File: src/rtl/rtc_pkg.sv
// Shared constants for the RTC bus reader: register map, field masks and FSM states.
// The 12/24-hour choice (RTC_HOUR12_EN) is resolved in rtc_bus_reader.
package rtc_pkg;

    localparam int unsigned NUM_REGS = 9;

    typedef logic [3:0] idx_t;

    localparam idx_t IDX_HOUR = 4'd2;
    localparam idx_t IDX_LAST = 4'd8;

    localparam logic [7:0] ADDR_SEC       = 8'h21;
    localparam logic [7:0] ADDR_MIN       = 8'h22;
    localparam logic [7:0] ADDR_HOUR      = 8'h23;
    localparam logic [7:0] ADDR_DAY       = 8'h24;
    localparam logic [7:0] ADDR_MONTH     = 8'h25;
    localparam logic [7:0] ADDR_YEAR      = 8'h26;
    localparam logic [7:0] ADDR_TMR_SEC   = 8'h41;
    localparam logic [7:0] ADDR_TMR_MIN   = 8'h42;
    localparam logic [7:0] ADDR_TMR_HOUR  = 8'h43;

    localparam logic [7:0] MASK_SEC_MIN   = 8'h7F;
    localparam logic [7:0] MASK_DAY       = 8'h3F;
    localparam logic [7:0] MASK_MONTH     = 8'h1F;
    localparam logic [7:0] MASK_NONE      = 8'hFF;
    localparam logic [7:0] MASK_HOUR12    = 8'h1F;
    localparam logic [7:0] MASK_HOUR24    = 8'h3F;
    localparam int unsigned PM_BIT        = 5;

    typedef enum logic [2:0] {
        StIdle,
        StAddrWr,
        StAddrHold,
        StDataRd,
        StDataHold,
        StGap,
        StCommit
    } state_e;

    // Fetch order of the frame: time, date, then countdown timer.
    function automatic logic [7:0] reg_addr(idx_t idx);
        case (idx)
            4'd0:    return ADDR_SEC;
            4'd1:    return ADDR_MIN;
            4'd2:    return ADDR_HOUR;
            4'd3:    return ADDR_DAY;
            4'd4:    return ADDR_MONTH;
            4'd5:    return ADDR_YEAR;
            4'd6:    return ADDR_TMR_SEC;
            4'd7:    return ADDR_TMR_MIN;
            4'd8:    return ADDR_TMR_HOUR;
            default: return 8'h00;
        endcase
    endfunction

    function automatic logic [7:0] reg_mask(idx_t idx);
        case (idx)
            4'd0, 4'd1: return MASK_SEC_MIN;
            4'd3:       return MASK_DAY;
            4'd4:       return MASK_MONTH;
            default:    return MASK_NONE;
        endcase
    endfunction

endpackage

File: src/rtl/rtc_phase_timer.sv
// Per-state phase counter: reloads to T_PHASE-1 on state entry, flags the last cycle at 0.
module rtc_phase_timer #(
    parameter int unsigned T_PHASE = 4
) (
    input  logic clk,
    input  logic reset,
    input  logic load,
    output logic phase_end
);

    logic [7:0] count_q;

    always_ff @(posedge clk or posedge reset) begin
        if (reset) begin
            count_q <= 8'd0;
        end else if (load) begin
            count_q <= 8'(T_PHASE - 1);
        end else if (count_q != 8'd0) begin
            count_q <= count_q - 8'd1;
        end
    end

    assign phase_end = (count_q == 8'd0);

endmodule

File: src/rtl/rtc_bus_reader.sv
// Reads time, date and timer registers from the RTC multiplexed bus and commits them atomically.
// Define RTC_HOUR12_EN for 12-hour mode (PM flag from hour bit 5).
module rtc_bus_reader
    import rtc_pkg::*;
#(
    parameter int unsigned T_PHASE = 4
) (
    input  logic        clk,
    input  logic        reset,
    input  logic        start,
    input  logic [7:0]  ad_in,
    output logic [7:0]  ad_out,
    output logic        ad_oe,
    output logic        cs_n,
    output logic        rd_n,
    output logic        wr_n,
    output logic        ad_sel,
    output logic [23:0] time_bcd,
    output logic [23:0] date_bcd,
    output logic [23:0] crono_bcd,
    output logic        pm,
    output logic        busy,
    output logic        done
);

`ifdef RTC_HOUR12_EN
    localparam logic [7:0] HOUR_MASK = MASK_HOUR12;
    logic pm_sample;
    assign pm_sample = ad_in[PM_BIT];
`else
    localparam logic [7:0] HOUR_MASK = MASK_HOUR24;
    logic pm_sample;
    assign pm_sample = 1'b0;
`endif

    state_e state_q, state_d;
    idx_t   idx_q, idx_d;
    logic   phase_end;
    logic   addr_phase_d;
    logic [7:0] sample_mask;

    logic [NUM_REGS-1:0][7:0] shadow_q;
    logic                     pm_shadow_q;

    rtc_phase_timer #(
        .T_PHASE (T_PHASE)
    ) u_phase_timer (
        .clk       (clk),
        .reset     (reset),
        .load      (state_d != state_q),
        .phase_end (phase_end)
    );

    always_comb begin
        state_d = state_q;
        idx_d   = idx_q;
        case (state_q)
            StIdle: begin
                if (start) begin
                    state_d = StAddrWr;
                    idx_d   = '0;
                end
            end
            StAddrWr:   if (phase_end) state_d = StAddrHold;
            StAddrHold: if (phase_end) state_d = StDataRd;
            StDataRd:   if (phase_end) state_d = StDataHold;
            StDataHold: if (phase_end) state_d = StGap;
            StGap: begin
                if (phase_end) begin
                    if (idx_q == IDX_LAST) begin
                        state_d = StCommit;
                    end else begin
                        state_d = StAddrWr;
                        idx_d   = idx_q + 4'd1;
                    end
                end
            end
            StCommit: state_d = StIdle;
            default:  state_d = StIdle;
        endcase
    end

    always_ff @(posedge clk or posedge reset) begin
        if (reset) begin
            state_q <= StIdle;
            idx_q   <= '0;
        end else begin
            state_q <= state_d;
            idx_q   <= idx_d;
        end
    end

    assign addr_phase_d = (state_d == StAddrWr) || (state_d == StAddrHold);

    // Strobes are decoded from the next state so they leave a flop aligned with the state.
    always_ff @(posedge clk or posedge reset) begin
        if (reset) begin
            cs_n   <= 1'b1;
            rd_n   <= 1'b1;
            wr_n   <= 1'b1;
            ad_oe  <= 1'b0;
            ad_sel <= 1'b0;
            ad_out <= 8'h00;
            busy   <= 1'b0;
            done   <= 1'b0;
        end else begin
            cs_n   <= (state_d == StIdle) || (state_d == StGap) || (state_d == StCommit);
            rd_n   <= (state_d != StDataRd);
            wr_n   <= (state_d != StAddrWr);
            ad_oe  <= addr_phase_d;
            ad_sel <= (state_d == StDataRd) || (state_d == StDataHold);
            ad_out <= addr_phase_d ? reg_addr(idx_d) : 8'h00;
            busy   <= (state_d != StIdle);
            done   <= (state_d == StCommit);
        end
    end

    assign sample_mask = (idx_q == IDX_HOUR) ? HOUR_MASK : reg_mask(idx_q);

    always_ff @(posedge clk or posedge reset) begin
        if (reset) begin
            shadow_q    <= '0;
            pm_shadow_q <= 1'b0;
        end else if ((state_q == StDataRd) && phase_end) begin
            shadow_q[idx_q] <= ad_in & sample_mask;
            if (idx_q == IDX_HOUR) begin
                pm_shadow_q <= pm_sample;
            end
        end
    end

    // Loaded on the edge into the commit cycle so the fields are valid while done is high.
    always_ff @(posedge clk or posedge reset) begin
        if (reset) begin
            time_bcd  <= '0;
            date_bcd  <= '0;
            crono_bcd <= '0;
            pm        <= 1'b0;
        end else if (state_d == StCommit) begin
            time_bcd  <= {shadow_q[2], shadow_q[1], shadow_q[0]};
            date_bcd  <= {shadow_q[3], shadow_q[4], shadow_q[5]};
            crono_bcd <= {shadow_q[8], shadow_q[7], shadow_q[6]};
            pm        <= pm_shadow_q;
        end
    end

endmodule

File: config.mk
export PLATFORM = sky130hd
export DESIGN_NAME = rtc_bus_reader
export DESIGN_NICKNAME = d
export VERILOG_FILES = /design/src/rtl/rtc_pkg.sv /design/src/rtl/rtc_phase_timer.sv /design/src/rtl/rtc_bus_reader.sv
export SDC_FILE = /design/constraint.sdc
export NUM_CORES = 1
export LEC_CHECK = 0
export ABC_CLOCK_PERIOD_IN_PS = 17700
export BUFFER_PORTS_ARGS = -buffer_cell sky130_fd_sc_hd__buf_2
export CORE_MARGIN = 10
export CORE_UTILIZATION = 41
export CTS_CLUSTER_SIZE = 16
export DETAILED_ROUTE_END_ITERATION = 6
export SLEW_MARGIN = 20
export SYNTH_ARGS = -nofsm -noshare
export SYNTH_HDL_FRONTEND = slang
export SYNTH_SLANG_ARGS = --single-unit
File: constraint.sdc
create_clock -name clk -period 17.7 [get_ports clk]
set_input_delay 5.31 -clock clk [delete_from_list [all_inputs] [get_ports clk]]
set_output_delay 5.31 -clock clk [all_outputs]
set_load 0.01 [all_outputs]
# Word level (Yosys, flattened, before mapping)
# Memories as Yosys holds them, arrays and structs flattened.
# Cells that the tools add are included.
# classes
bitwise_logic	1
eq_ne	19
muxes	20
n_reduce_logical	14
add_sub_neg	2
n_lt_le_gt_ge	2
# op_table
cell	n
bitwise mux 72 bit	1
two-way mux 8 bit	5
demux 8 bit (select 4 bit)	1
one-hot mux 8 bit (3 select lines)	1
two-way mux 3 bit	7
one-hot mux 3 bit (6 select lines)	1
== test 3 bit, second input constant	5
== test 3 x 2 -> 1 bit, second input constant	4
two-way mux 4 bit	3
AND 8 bit	1
== test 4 x 2 -> 1 bit, second input constant	2
logical NOT 8 bit	1
one-hot mux 4 bit (2 select lines)	1
nonzero test 8 bit	1
subtractor 8 x 1 -> 8 bit, second input constant	1
== test 3 x 1 -> 1 bit, second input constant	2
logical NOT 3 bit	2
< comparator 4 x 5 -> 1 bit, second input constant	1
adder 4 x 1 -> 4 bit, second input constant	1
== test 4 x 1 -> 1 bit, second input constant	1
== test 4 x 3 -> 1 bit, second input constant	1
== test 4 bit, second input constant	1
greater-or-equal comparator 4 x 1 -> 1 bit, second input constant	1
logical NOT 4 bit	1
other kinds (8)	12
# totals
mem_bits_ro	80
word_cells	82
output_inout_bits	88
inputBits	11
ff_bits	174
memories	1
# mem_list
name	words	width	rd	rd_clocked_by_memory_dff	wr	line	rtl
(no name shown)	16	5	1	0	0	rtc_pkg.sv:42	case (idx)

# Longest topological paths before layout
# Gate-level depths: netlist of run 1.
# logic_depth
ltp_word	7
ltp_mapped	11
ltp_nobuf	10

# By module
# A second synthesis of run 1 with hierarchy kept.
# hier_totals
hier_cells	631
area_unflattened_um2	7039.3
# by_module_without_submodules
module	cells_each	area_per_inst_um2	n_inst	seq_area_each_um2
rtc_bus_reader	582	6562.5	1	4082.7
rtc_phase_timer	49	476.7	1	200.2

# Least setup slack after synthesis of run 1
# No wires, ideal clock.
# synth_path
kind	in2reg
from	input port start
to	register ad_out[1]
path_stages	8
n_path_buf	0
slack_ns	10.561
setup_ns	0.139
arrival_time_ns	7.000
required_time_ns	17.561
cell_sequence	or4b_2 nand2_1 a21bo_2 a21oi_1 inv_1 ha_1 mux2i_1 o32ai_1
# synth_via
elab_cells_between_ends	9
cone_classes	2 x eq/ne; 5 x mux; 1 x reduce/logical; 1 x memory
# synth_rtl
item	line	rtl
from (decl)	rtc_bus_reader.sv:10	input logic start,
two-way mux 4 bit	rtc_bus_reader.sv:59	if (start) begin
one-hot mux 4 bit (2 select lines)	rtc_bus_reader.sv:57	case (state_q)
via idx_d[0]	rtc_bus_reader.sv:37	idx_t idx_q, idx_d;
memory read (16 x 5 bit)	n/a	
two-way mux 8 bit	rtc_bus_reader.sv:112	ad_out <= addr_phase_d ? reg_addr(idx_d) : 8'h00;
to (signal assigned)	rtc_bus_reader.sv:112	
to (decl)	rtc_bus_reader.sv:12	output logic [7:0] ad_out,
# The timed path passes the listed nets, and every way through them passes these cells.
# A chain may end at the register's enable or synchronous reset.

# Worst setup path in the final report of run 1
# Ends and elaborated chain as after synthesis.

==> key figures, run 1 <==
Timing
  – Setup repair after global routing missed its margin: no
  – Setup violations, final: 0
  – Period minus WS final: approximately 7000 ps
  – Slew margin rel.: 0.346
  – Achievable frequency: ~140 MHz
  – Setup slack after layout: 10670 ps
  – Post-Route Setup TNS: 0 ps
  – Period utilisation layout: 0.397
  – Final hold viol count: 0
  – Hold Worst Slack: 485 ps
  – Transition at the pin with the smallest max-transition slack: about 980 ps
  – Slew Limit Fails: 0
  – Worst Clk Skew: slightly above 7 ps

Finish
  – Final-stage net count: 602
  – Fraction of final layout cells with drive strength greater than 1: 0.491
  – Area growth from synthesis to layout: 16.3%
  – Total inserted antenna cells: 0
  – Layout Utilization: 0.490

Critical path
  – CP Data Arrival Time: 7310 ps
  – Maximum net fanout on the critical path: 6
  – Kind of end point of the critical path: flop
  – Startpoint type of the worst setup path: primary input
  – Class of the most critical setup path: in -> reg
  – Required time worst endpoint: around 18000 ps

Yosys
  – Most used DFF post-synth: sky130_fd_sc_hd__dfrtp_1
  – Sequential-to-total area share from yosys stat: 0.581
  – Number of register bits inferred by synthesis: about 170
  – Number of warnings reported in the yosys synthesis log: 0
  – Most area-consuming cells after synthesis: sky130_fd_sc_hd__dfrtp_1, sky130_fd_sc_hd__mux2_4, sky130_fd_sc_hd__mux2_2
  – Share of async-settable or async-resettable flops after synthesis: 1.00
  – Synth Cell Area: approximately 0.0074 mm^2
  – Mean instance size in the synthesized netlist: about 15 um^2
  – EDFF count, synth: 0
  – Yosys top cell area share: 0.571
  – Largest area contributor in the synthesized netlist: sky130_fd_sc_hd__dfrtp_1
  – Distinct cell type count after synthesis: 60
  – Mapped Cells: around 490

Pwr
  – Clock network fraction of total power: 0.389
  – Peak supply drop: between 70 and 80 uV
  – Switching power share of the total: 0.260
  – Cell Int Power: 776 uW
  – Relative contribution of sequential cells to total power: 0.450
  – Proportion of power drawn by combinational gates: 0.161
  – Leakage: 0.00453 uW
  – Switching Power: 273 uW
  – Pwr Density: 122 mW/mm^2

GRT
  – Global-route congestion overflow total: 0
  – Total track usage: 0.133
  – Via count of the first global-routing pass: between 4000 and 5000
  – Initial antenna violation count: 0
  – Wire length of the first global-routing pass: 25200 um
  – Largest net degree at the start of global routing: roughly 110

Placed design
  – Final GP Congestion: approximately 0.8
  – Worst slack after detailed placement: 10250 ps
  – Final HPWL from detailed placement: a little over 10000 um
  – Count of port buffers added during placement: 94

Drt
  – Final WL: around 15000 um
  – Number of vias per cell after detailed routing: 5.05
  – Vias: 4152
  – 1st-pass router iterations: 6
  – Wirelength per Cell: 18.7 um
  – Starting DRT DRC Count: around 260
  – Detail Route Antenna Nets: 0
  – DRC violations left: 0

Clocking
  – Clock-pin slew reported for the worst setup and hold paths after clock tree synthesis: 60 ps
  – CTS Root Buffer Type: sky130_fd_sc_hd__clkbuf_16
  – TritonCTS clock tree: done
  – Cts bufs inserted: 17
  – Post-CTS Setup Repair Bufs: 0
  – Sinks on the clock net: 171
  – Count of hold-fix buffers inserted at cts: 0
  – Depth of the CTS H-tree: 4
  – Clock Tree Buf Depth: 2
  – Cts repair resizes: 0
  – Clock latency at the later pin of the worst-skew pair: between 400 and 500 ps

Floorplan
  – Io pins: 99
  – Effective utilization at floorplan: 0.422
  – Area of the core: between 0.015 and 0.02 mm^2
  – Horiz. Die Dim: 154 um
  – Vertical extent of the die: around 150 um
  – Number of rows in the core area: 48
  – Die Footprint: about 0.024 mm^2

Hold path
  – Worst Hold Class: reg -> reg

Outcome
  – Run status: complete, no violations

Flow run
  – Number of max-capacitance violations reported: 0
-- flip-flops by register name, summed over array words and instances, names as in the netlist --
| signal | flops |
|---|---|
| shadow_q | 72 |
| crono_bcd | 24 |
| date_bcd | 24 |
| time_bcd | 24 |
| u_phase_timer.count_q | 8 |
| ad_out | 5 |
| idx_q | 4 |
| state_q | 3 |
| ad_oe | 1 |
| ad_sel | 1 |
| busy | 1 |
| cs_n | 1 |
| done | 1 |
| rd_n | 1 |
| wr_n | 1 |
-- cell usage after synthesis, drive strengths merged, types with 4 or more instances --
cell type  instances
dfrtp            168
nand3              9
o21ai              7
ha                 7
nand2             24
clkbuf             7
nor2              22
a21oi              8
xor2               4
inv               12
and2               9
nor3               5
buf               13
mux2             138
-- cells in the final DEF, fill, tap and decap left out, types with 3 or more instances in the layout --
cell type | synthesis | final
sky130_fd_sc_hd__dfrtp_1 | 168 | 168
sky130_fd_sc_hd__buf_2 | 1 | 94
sky130_fd_sc_hd__mux2_4 | 69 | 69
sky130_fd_sc_hd__mux2_2 | 68 | 68
sky130_fd_sc_hd__nor2_1 | 20 | 20
sky130_fd_sc_hd__clkbuf_16 | 0 | 17
sky130_fd_sc_hd__nand2_1 | 16 | 16
sky130_fd_sc_hd__inv_1 | 12 | 11
sky130_fd_sc_hd__nand3_1 | 9 | 9
sky130_fd_sc_hd__a21oi_1 | 8 | 8
sky130_fd_sc_hd__and2_1 | 8 | 8
sky130_fd_sc_hd__nand2_2 | 7 | 7
sky130_fd_sc_hd__o21ai_0 | 7 | 7
sky130_fd_sc_hd__ha_1 | 7 | 7
sky130_fd_sc_hd__bufinv_16 | 0 | 5
sky130_fd_sc_hd__clkinv_2 | 0 | 5
sky130_fd_sc_hd__nor3_1 | 4 | 4
sky130_fd_sc_hd__xor2_1 | 4 | 4
sky130_fd_sc_hd__conb_1 | 1 | 4
sky130_fd_sc_hd__nor2b_1 | 3 | 3
sky130_fd_sc_hd__mux2i_1 | 3 | 3
sky130_fd_sc_hd__xnor2_1 | 3 | 3
sky130_fd_sc_hd__o211ai_1 | 3 | 3
sky130_fd_sc_hd__clkinv_4 | 0 | 3
sky130_fd_sc_hd__clkbuf_8 | 3 | 3
sky130_fd_sc_hd__dfstp_2 | 3 | 3
sky130_fd_sc_hd__buf_4 | 4 | 3
-- worst max-delay path: stages --
cell and delay, ps:
sky130_fd_sc_hd__buf_2 140, sky130_fd_sc_hd__or4b_2 650, sky130_fd_sc_hd__nand2_1 110, sky130_fd_sc_hd__a21bo_2 230, sky130_fd_sc_hd__a21oi_1 250, sky130_fd_sc_hd__inv_1 100
sky130_fd_sc_hd__ha_1 290, sky130_fd_sc_hd__mux2i_1 120, sky130_fd_sc_hd__o32ai_1 100
-- cell type report --
| type | count | area (um^2) |
|---|---|---|
| multi-input combinational | 285 | 2800 |
| tap | 225 | 282 |
| clock buffer | 20 | 467 |
| sequential | 171 | 4280 |
| clock inverter | 12 | 193 |
| timing repair buffer | 97 | 493 |
| fill | 1492 | 8910 |
| inverter | 12 | 50.0 |
-- power by group through the flow --
stage	Clock (uW)	Combinational [uW]	Sequential [uW]
floorplan	0	119	476
global placement	0	168	476
detailed placement	0	172	477
CTS	418	173	472
global route	434	188	478
finish	408	169	472
-- path summary, 6_finish.rpt --
path	start	to	slack [ps]	cells past startpoint
hold / removal	shadow_q[39]	shadow_q[39]	490	1
max in group asynchronous	reset	date_bcd[4]	11240	3
setup reg to reg	u_phase_timer.count_q[0]	crono_bcd[19]	14510	7
setup / recovery	start	ad_out[1]	10670	9
min in group asynchronous	reset	ad_out[1]	5080	2
hold reg to reg	shadow_q[39]	shadow_q[39]	490	1
-- kinds of logic after synthesis --
logic type,after synthesis,share of synthesized area
mux,141,0.250
flops,171,0.581
simple gates,92,0.0749
buf+inv,32,0.0402
fa+ha+maj,7,0.0119
compound gates,34,0.0326
other cells,1,0.000509
xor+xnor,7,0.00832
-- metrics by stage --
| stage | total power [uW] | std cells | area, um^2 |
|---|---|---|---|
| after floorplan | 595 | 488 | 7380 |
| after global placement | 644 | 790 | 7910 |
| after detailed placement | 650 | 790 | 7910 |
| after CTS | 1060 | 822 | 8570 |
| after global routing | 1100 | 822 | 8570 |
| final | 1050 | 822 | 8570 |
-- per-layer routing --
layer  track usage  vias up  wire length, um
met1         0.167     2127             6990
met2         0.212       99             7360
li1              -     1906                -
met4        0.0486        0              270
met3        0.0388       20              766
met5             0        -                0
(Power assumes the default switching activity.)
==> inputs of run 2 (changes only) <==
Settings changed: ABC_CLOCK_PERIOD_IN_PS 17700 to 6100.
Clock period 17.7 ns to 6.1 ns, I/O delays scaled along.
==> run 2 against run 1 <==
Net effect:
- register-to-register slack got worse by 12000 ps
- routed wire length increased by 0.57%
- sequential power increased to 2.9 times the previous value
- critical path depth unchanged
- utilization decreased by 0.42 points
==> key figures, run 2 (synthesized netlist as in run 1, its figures left out) <==
Critical path
  – Maximum net fanout on the critical path: 6
  – Worst-path cell with the longest stage delay: sky130_fd_sc_hd__or4b_2
  – Class of the most critical setup path: in -> reg
  – Kind of cell adding the most delay to the critical path: simple AND/OR/NAND/NOR gates
  – Crit path largest cell delay: 650 ps
  – Internal reg-to-reg setup slack: approximately 2900 ps
  – Kind of end point of the critical path: flop
  – CP Data Arrival Time: about 3900 ps
  – Critical Path, Cell by Cell: buf_2, or4b_2, nand2_1, a21bo_2, a21oi_1, inv_1, ha_1, mux2i_1, o32ai_1
  – Required time worst endpoint: 6380 ps
  – Startpoint type of the worst setup path: primary input
  – Total buffers and inverters traversed by the critical path: 2

Pwr
  – Clock network fraction of total power: 0.361
  – Switching power share of the total: 0.269
  – Pwr Density: between 300 and 400 mW/mm^2
  – Relative contribution of sequential cells to total power: 0.470
  – Proportion of power drawn by combinational gates: 0.169
  – Peak supply drop: 207 uV
  – Post-route total power: a little under 3000 uW
  – Leakage: approximately 0.0045 uW
  – Cell Int Power: 2130 uW
  – Switching Power: about 790 uW

GRT
  – Wire length of the first global-routing pass: about 25000 um
  – Via count of the first global-routing pass: between 4000 and 5000
  – Global-route congestion overflow total: 0
  – Total track usage: 0.135
  – Initial antenna violation count: 0
  – Largest net degree at the start of global routing: 172

Clocking
  – Count of hold-fix buffers inserted at cts: 0
  – Cts bufs inserted: 17
  – Cts repair resizes: 0
  – CTS Root Buffer Type: sky130_fd_sc_hd__clkbuf_16
  – Clock latency at the later pin of the worst-skew pair: between 400 and 500 ps
  – Clock Tree Buf Depth: 2
  – TritonCTS clock tree: done
  – Clock-pin slew reported for the worst setup and hold paths after clock tree synthesis: ~60 ps
  – Sinks on the clock net: ~170
  – Depth of the CTS H-tree: 4
  – Post-CTS Setup Repair Bufs: 0

Finish
  – Max FFs per register: 72
  – Final-stage net count: 602
  – Register with the most flip-flops: shadow_q
  – Total inserted antenna cells: 0
  – Fraction of final layout cells with drive strength greater than 1: 0.482
  – Most common cell after layout, fill and taps aside: sky130_fd_sc_hd__dfrtp_1
  – Area growth from synthesis to layout: 15.3%
  – Commonest cells after routing, fill and taps aside: sky130_fd_sc_hd__dfrtp_1, sky130_fd_sc_hd__buf_2, sky130_fd_sc_hd__mux2_4

Timing
  – Worst Clk Skew: approximately 7.3 ps
  – Slew margin rel.: 0.384
  – Hold Worst Slack: 485 ps
  – Slew Limit Fails: 0
  – Setup violations, final: 0
  – Achievable frequency: between 200 and 300 MHz
  – Transition at the pin with the smallest max-transition slack: 923 ps
  – Final hold viol count: 0
  – Period minus WS final: 3610 ps
  – Period utilisation layout: 0.592
  – Post-Route Setup TNS: 0 ps
  – Setup repair after global routing missed its margin: no

Placed design
  – Final GP Congestion: 0.806
  – Count of port buffers added during placement: 94
  – Final HPWL from detailed placement: 10300 um

Drt
  – 1st-pass router iterations: 4
  – Detail Route Antenna Nets: 0
  – DRC violations left: 0
  – Vias: slightly above 4000
  – Number of vias per cell after detailed routing: roughly 5.0
  – Wirelength per Cell: around 19 um
  – Final WL: approximately 15000 um
  – Starting DRT DRC Count: 222

Floorplan
  – Effective utilization at floorplan: 0.422
  – Number of rows in the core area: 48
  – Io pins: 99
  – Vertical extent of the die: 154 um
  – Area of the core: around 0.017 mm^2
  – Horiz. Die Dim: approximately 150 um
  – Die Footprint: roughly 0.024 mm^2

Hold path
  – Worst Hold Class: reg -> reg

Outcome
  – Run status: complete, no violations

Flow run
  – Number of max-capacitance violations reported: 0
[run 2: cell count changes in the layout (fill, tap and decap cells not counted)]
cell	before	now
sky130_fd_sc_hd__buf_12	0	1
sky130_fd_sc_hd__buf_4	3	2
sky130_fd_sc_hd__bufinv_16	5	2
sky130_fd_sc_hd__clkbuf_1	0	5
sky130_fd_sc_hd__clkinv_2	5	3
sky130_fd_sc_hd__clkinv_4	3	0
sky130_fd_sc_hd__clkinvlp_4	0	3
[run 2: final timing paths]
kind | cells after the start | start | to
min in group asynchronous | 3 | reset | date_bcd[23]
max in group asynchronous | 3 | reset | shadow_q[44]
setup / recovery | 9 | start | ad_out[1]
hold reg to reg | 1 | shadow_q[15] | shadow_q[15]
setup reg to reg | 7 | u_phase_timer.count_q[0] | crono_bcd[12]
hold / removal | 1 | shadow_q[15] | shadow_q[15]
[run 2: power by group through the flow]
stage	clock (uW)	combinational, uW	sequential [uW]
2_1_floorplan	0	346	1380
4_1_cts	1080	505	1370
3_5_place_dp	0	502	1390
6_report	1050	494	1370
5_1_grt	1130	549	1390
3_3_place_gp	0	488	1380
[run 2: final cells by class]
| type | instances | area [um^2] |
|---|---|---|
| Multi-Input combinational cell | 285 | 2800 |
| Clock buffer | 25 | 485 |
| Timing Repair Buffer | 97 | 505 |
| Sequential cell | 171 | 4280 |
| Inverter | 12 | 48.8 |
| Tap cell | 225 | 282 |
| Fill cell | 1521 | 8980 |
| Clock inverter | 7 | 90.1 |
[run 2: metrics by stage]
step	setup slack [ps]	cells	utilization	area [um^2]
floorplan	2090	488	-	7380
global placement	2200	790	0.453	7920
detailed placement	2040	790	0.453	7920
CTS	2490	822	0.486	8490
global route	2410	822	0.486	8490
finish	2490	822	0.486	8490
[run 2: per-layer routing]
metal  vias up  global-route usage  part of all wire
met5         -                   0                 0
met4         0              0.0463             0.010
met3        14              0.0382             0.046
met2        94               0.217              0.48
met1      2136               0.169              0.46
li1       1896                   -                 -
==> inputs of run 3 (changes only) <==
Settings changed: ABC_CLOCK_PERIOD_IN_PS 6100 to 3500.
Clock period 6.1 ns to 3.5 ns, I/O delays scaled along.
==> run 3 against run 2 <==
Net effect:
- worst setup slack got worse by 1800 ps
- non-clock buffer count increased by 1
- hold slack improved by 6.3 ps
- clock skew about the same
- final area increased by 0.94%
- flip-flop and latch count unchanged
- largest power group unchanged
- highest routed layer unchanged
==> key figures, run 3 (synthesized netlist as in run 1, its figures left out) <==
Critical path
  – Startpoint type of the worst setup path: flop
  – Worst-path cell with the longest stage delay: sky130_fd_sc_hd__nor3b_2
  – Count of cell instances traversed by the critical path: 10
  – Crit path largest cell delay: about 580 ps
  – Kind of cell adding the most delay to the critical path: simple AND/OR/NAND/NOR gates
  – CP Data Arrival Time: between 3000 and 4000 ps
  – Kind of end point of the critical path: flop
  – R2r worst-path depth: 10
  – Critical Path, Cell by Cell: inv_1, ha_1, nor3b_2, nand3_1, a21bo_2, a21oi_1, inv_1, ha_1, mux2i_1, o32ai_1
  – Required time worst endpoint: about 3800 ps
  – Maximum net fanout on the critical path: 8
  – Class of the most critical setup path: reg -> reg
  – Total buffers and inverters traversed by the critical path: 2

Placed design
  – Final HPWL from detailed placement: around 10000 um
  – Post-DP Area: approximately 0.0080 mm^2
  – Final GP Congestion: around 0.80
  – Worst slack after detailed placement: between 200 and 250 ps
  – Count of port buffers added during placement: 94

Timing
  – Setup slack after layout: between 600 and 700 ps
  – Transition at the pin with the smallest max-transition slack: between 800 and 900 ps
  – Period minus WS final: 2810 ps
  – Worst Clk Skew: 7.74 ps
  – Achievable frequency: between 300 and 400 MHz
  – Final hold viol count: 0
  – Slew margin rel.: 0.467
  – Period utilisation layout: 0.804
  – Setup violations, final: 0
  – Post-Route Setup TNS: 0 ps
  – Slew Limit Fails: 0
  – Setup repair after global routing missed its margin: no

Drt
  – Detail Route Antenna Nets: 0
  – Wirelength per Cell: approximately 18 um
  – 1st-pass router iterations: 4
  – DRC violations left: 0
  – Vias: ~4100
  – Final WL: between 15000 and 20000 um
  – Number of vias per cell after detailed routing: ~5.0
  – Starting DRT DRC Count: 200

Floorplan
  – Die Footprint: between 0.02 and 0.025 mm^2
  – Io pins: a little under 100
  – Number of rows in the core area: 48
  – Horiz. Die Dim: roughly 150 um
  – Area of the core: 0.0175 mm^2
  – Effective utilization at floorplan: 0.422
  – Vertical extent of the die: approximately 150 um

Clocking
  – Count of hold-fix buffers inserted at cts: 0
  – Clock Tree Buf Depth: 2
  – Clock latency at the later pin of the worst-skew pair: between 400 and 500 ps
  – Post-CTS Setup Repair Bufs: 0
  – Clock-pin slew reported for the worst setup and hold paths after clock tree synthesis: about 60 ps
  – Cts repair resizes: 0
  – CTS Root Buffer Type: sky130_fd_sc_hd__clkbuf_16
  – Sinks on the clock net: ~170
  – Depth of the CTS H-tree: 4
  – TritonCTS clock tree: done
  – Cts bufs inserted: 17

Finish
  – Final standard cell area without fillers: ~0.0086 mm^2
  – Total inserted antenna cells: 0
  – Register with the most flip-flops: shadow_q
  – Max FFs per register: 72
  – Fill cells: about 1500
  – Final-stage net count: roughly 600
  – Most common cell after layout, fill and taps aside: sky130_fd_sc_hd__dfrtp_1
  – Area growth from synthesis to layout: 16.4%
  – Fraction of final layout cells with drive strength greater than 1: 0.488
  – Multi-input gate area in the final layout: approximately 0.0028 mm^2
  – Flip-flop and latch area: roughly 0.0043 mm^2
  – Commonest cells after routing, fill and taps aside: sky130_fd_sc_hd__dfrtp_1, sky130_fd_sc_hd__buf_2, sky130_fd_sc_hd__mux2_4

Hold path
  – Hold path depth: 1
  – Worst Hold Class: reg -> reg

GRT
  – Largest net degree at the start of global routing: ~90
  – Wire length of the first global-routing pass: roughly 25000 um
  – Global-route congestion overflow total: 0
  – Via count of the first global-routing pass: about 4400
  – Initial antenna violation count: 0
  – Total track usage: 0.131

Pwr
  – Leakage: roughly 0.0045 uW
  – Pwr Density: 606 mW/mm^2
  – Peak supply drop: approximately 340 uV

Outcome
  – Run status: complete, no violations

Flow run
  – Number of max-capacitance violations reported: 0
## run 3: cell count changes in the layout (fill, tap and decap cells not counted)
cell,delta
sky130_fd_sc_hd__bufinv_16,+1
sky130_fd_sc_hd__buf_12,+2
sky130_fd_sc_hd__clkinv_2,-2
sky130_fd_sc_hd__buf_4,-1
sky130_fd_sc_hd__clkbuf_8,+1
sky130_fd_sc_hd__clkinv_4,+1
sky130_fd_sc_hd__inv_6,+1
sky130_fd_sc_hd__clkinvlp_4,+1
sky130_fd_sc_hd__clkbuf_1,-3
## run 3: power by group
group	switching [uW]	total [uW]	internal, uW
registers	180	2380	2200
logic	454	862	408
clock network	747	1950	1200
## run 3: metal layers
metal	wire length, um	global-route usage
met4	180	0.0391
met3	914	0.0444
met1	6820	0.171
met5	0	0
met2	7110	0.202
## run 3: metrics by stage
stage / hold slack, ps / util / instances / total power [uW]
floorplan: 449 / - / 488 / 3010
global placement: 467 / 0.455 / 791 / 3260
detailed placement: 474 / 0.455 / 791 / 3290
CTS: 489 / 0.491 / 823 / 5260
global route: 510 / 0.491 / 823 / 5470
finish: 492 / 0.491 / 823 / 5190
## run 3: area by class of cell
cell class	count	area share
Clock inverter	9	0.0158
Timing Repair Buffer	98	0.0628
Clock buffer	23	0.0569
Multi-Input combinational cell	285	0.326
Inverter	12	0.00569
Tap cell	225	0.0328
Sequential cell	171	0.500
## run 3: worst paths after layout
path                                           from      endpoint  slack (ps)
max                        u_phase_timer.count_q[0]     ad_out[1]         690
min                                    shadow_q[22]  shadow_q[22]         490
max reg2reg                u_phase_timer.count_q[0]     ad_out[1]         690
min reg2reg                            shadow_q[22]  shadow_q[22]         490
max in group asynchronous                     reset  shadow_q[55]        2340
min in group asynchronous                     reset  shadow_q[26]         750
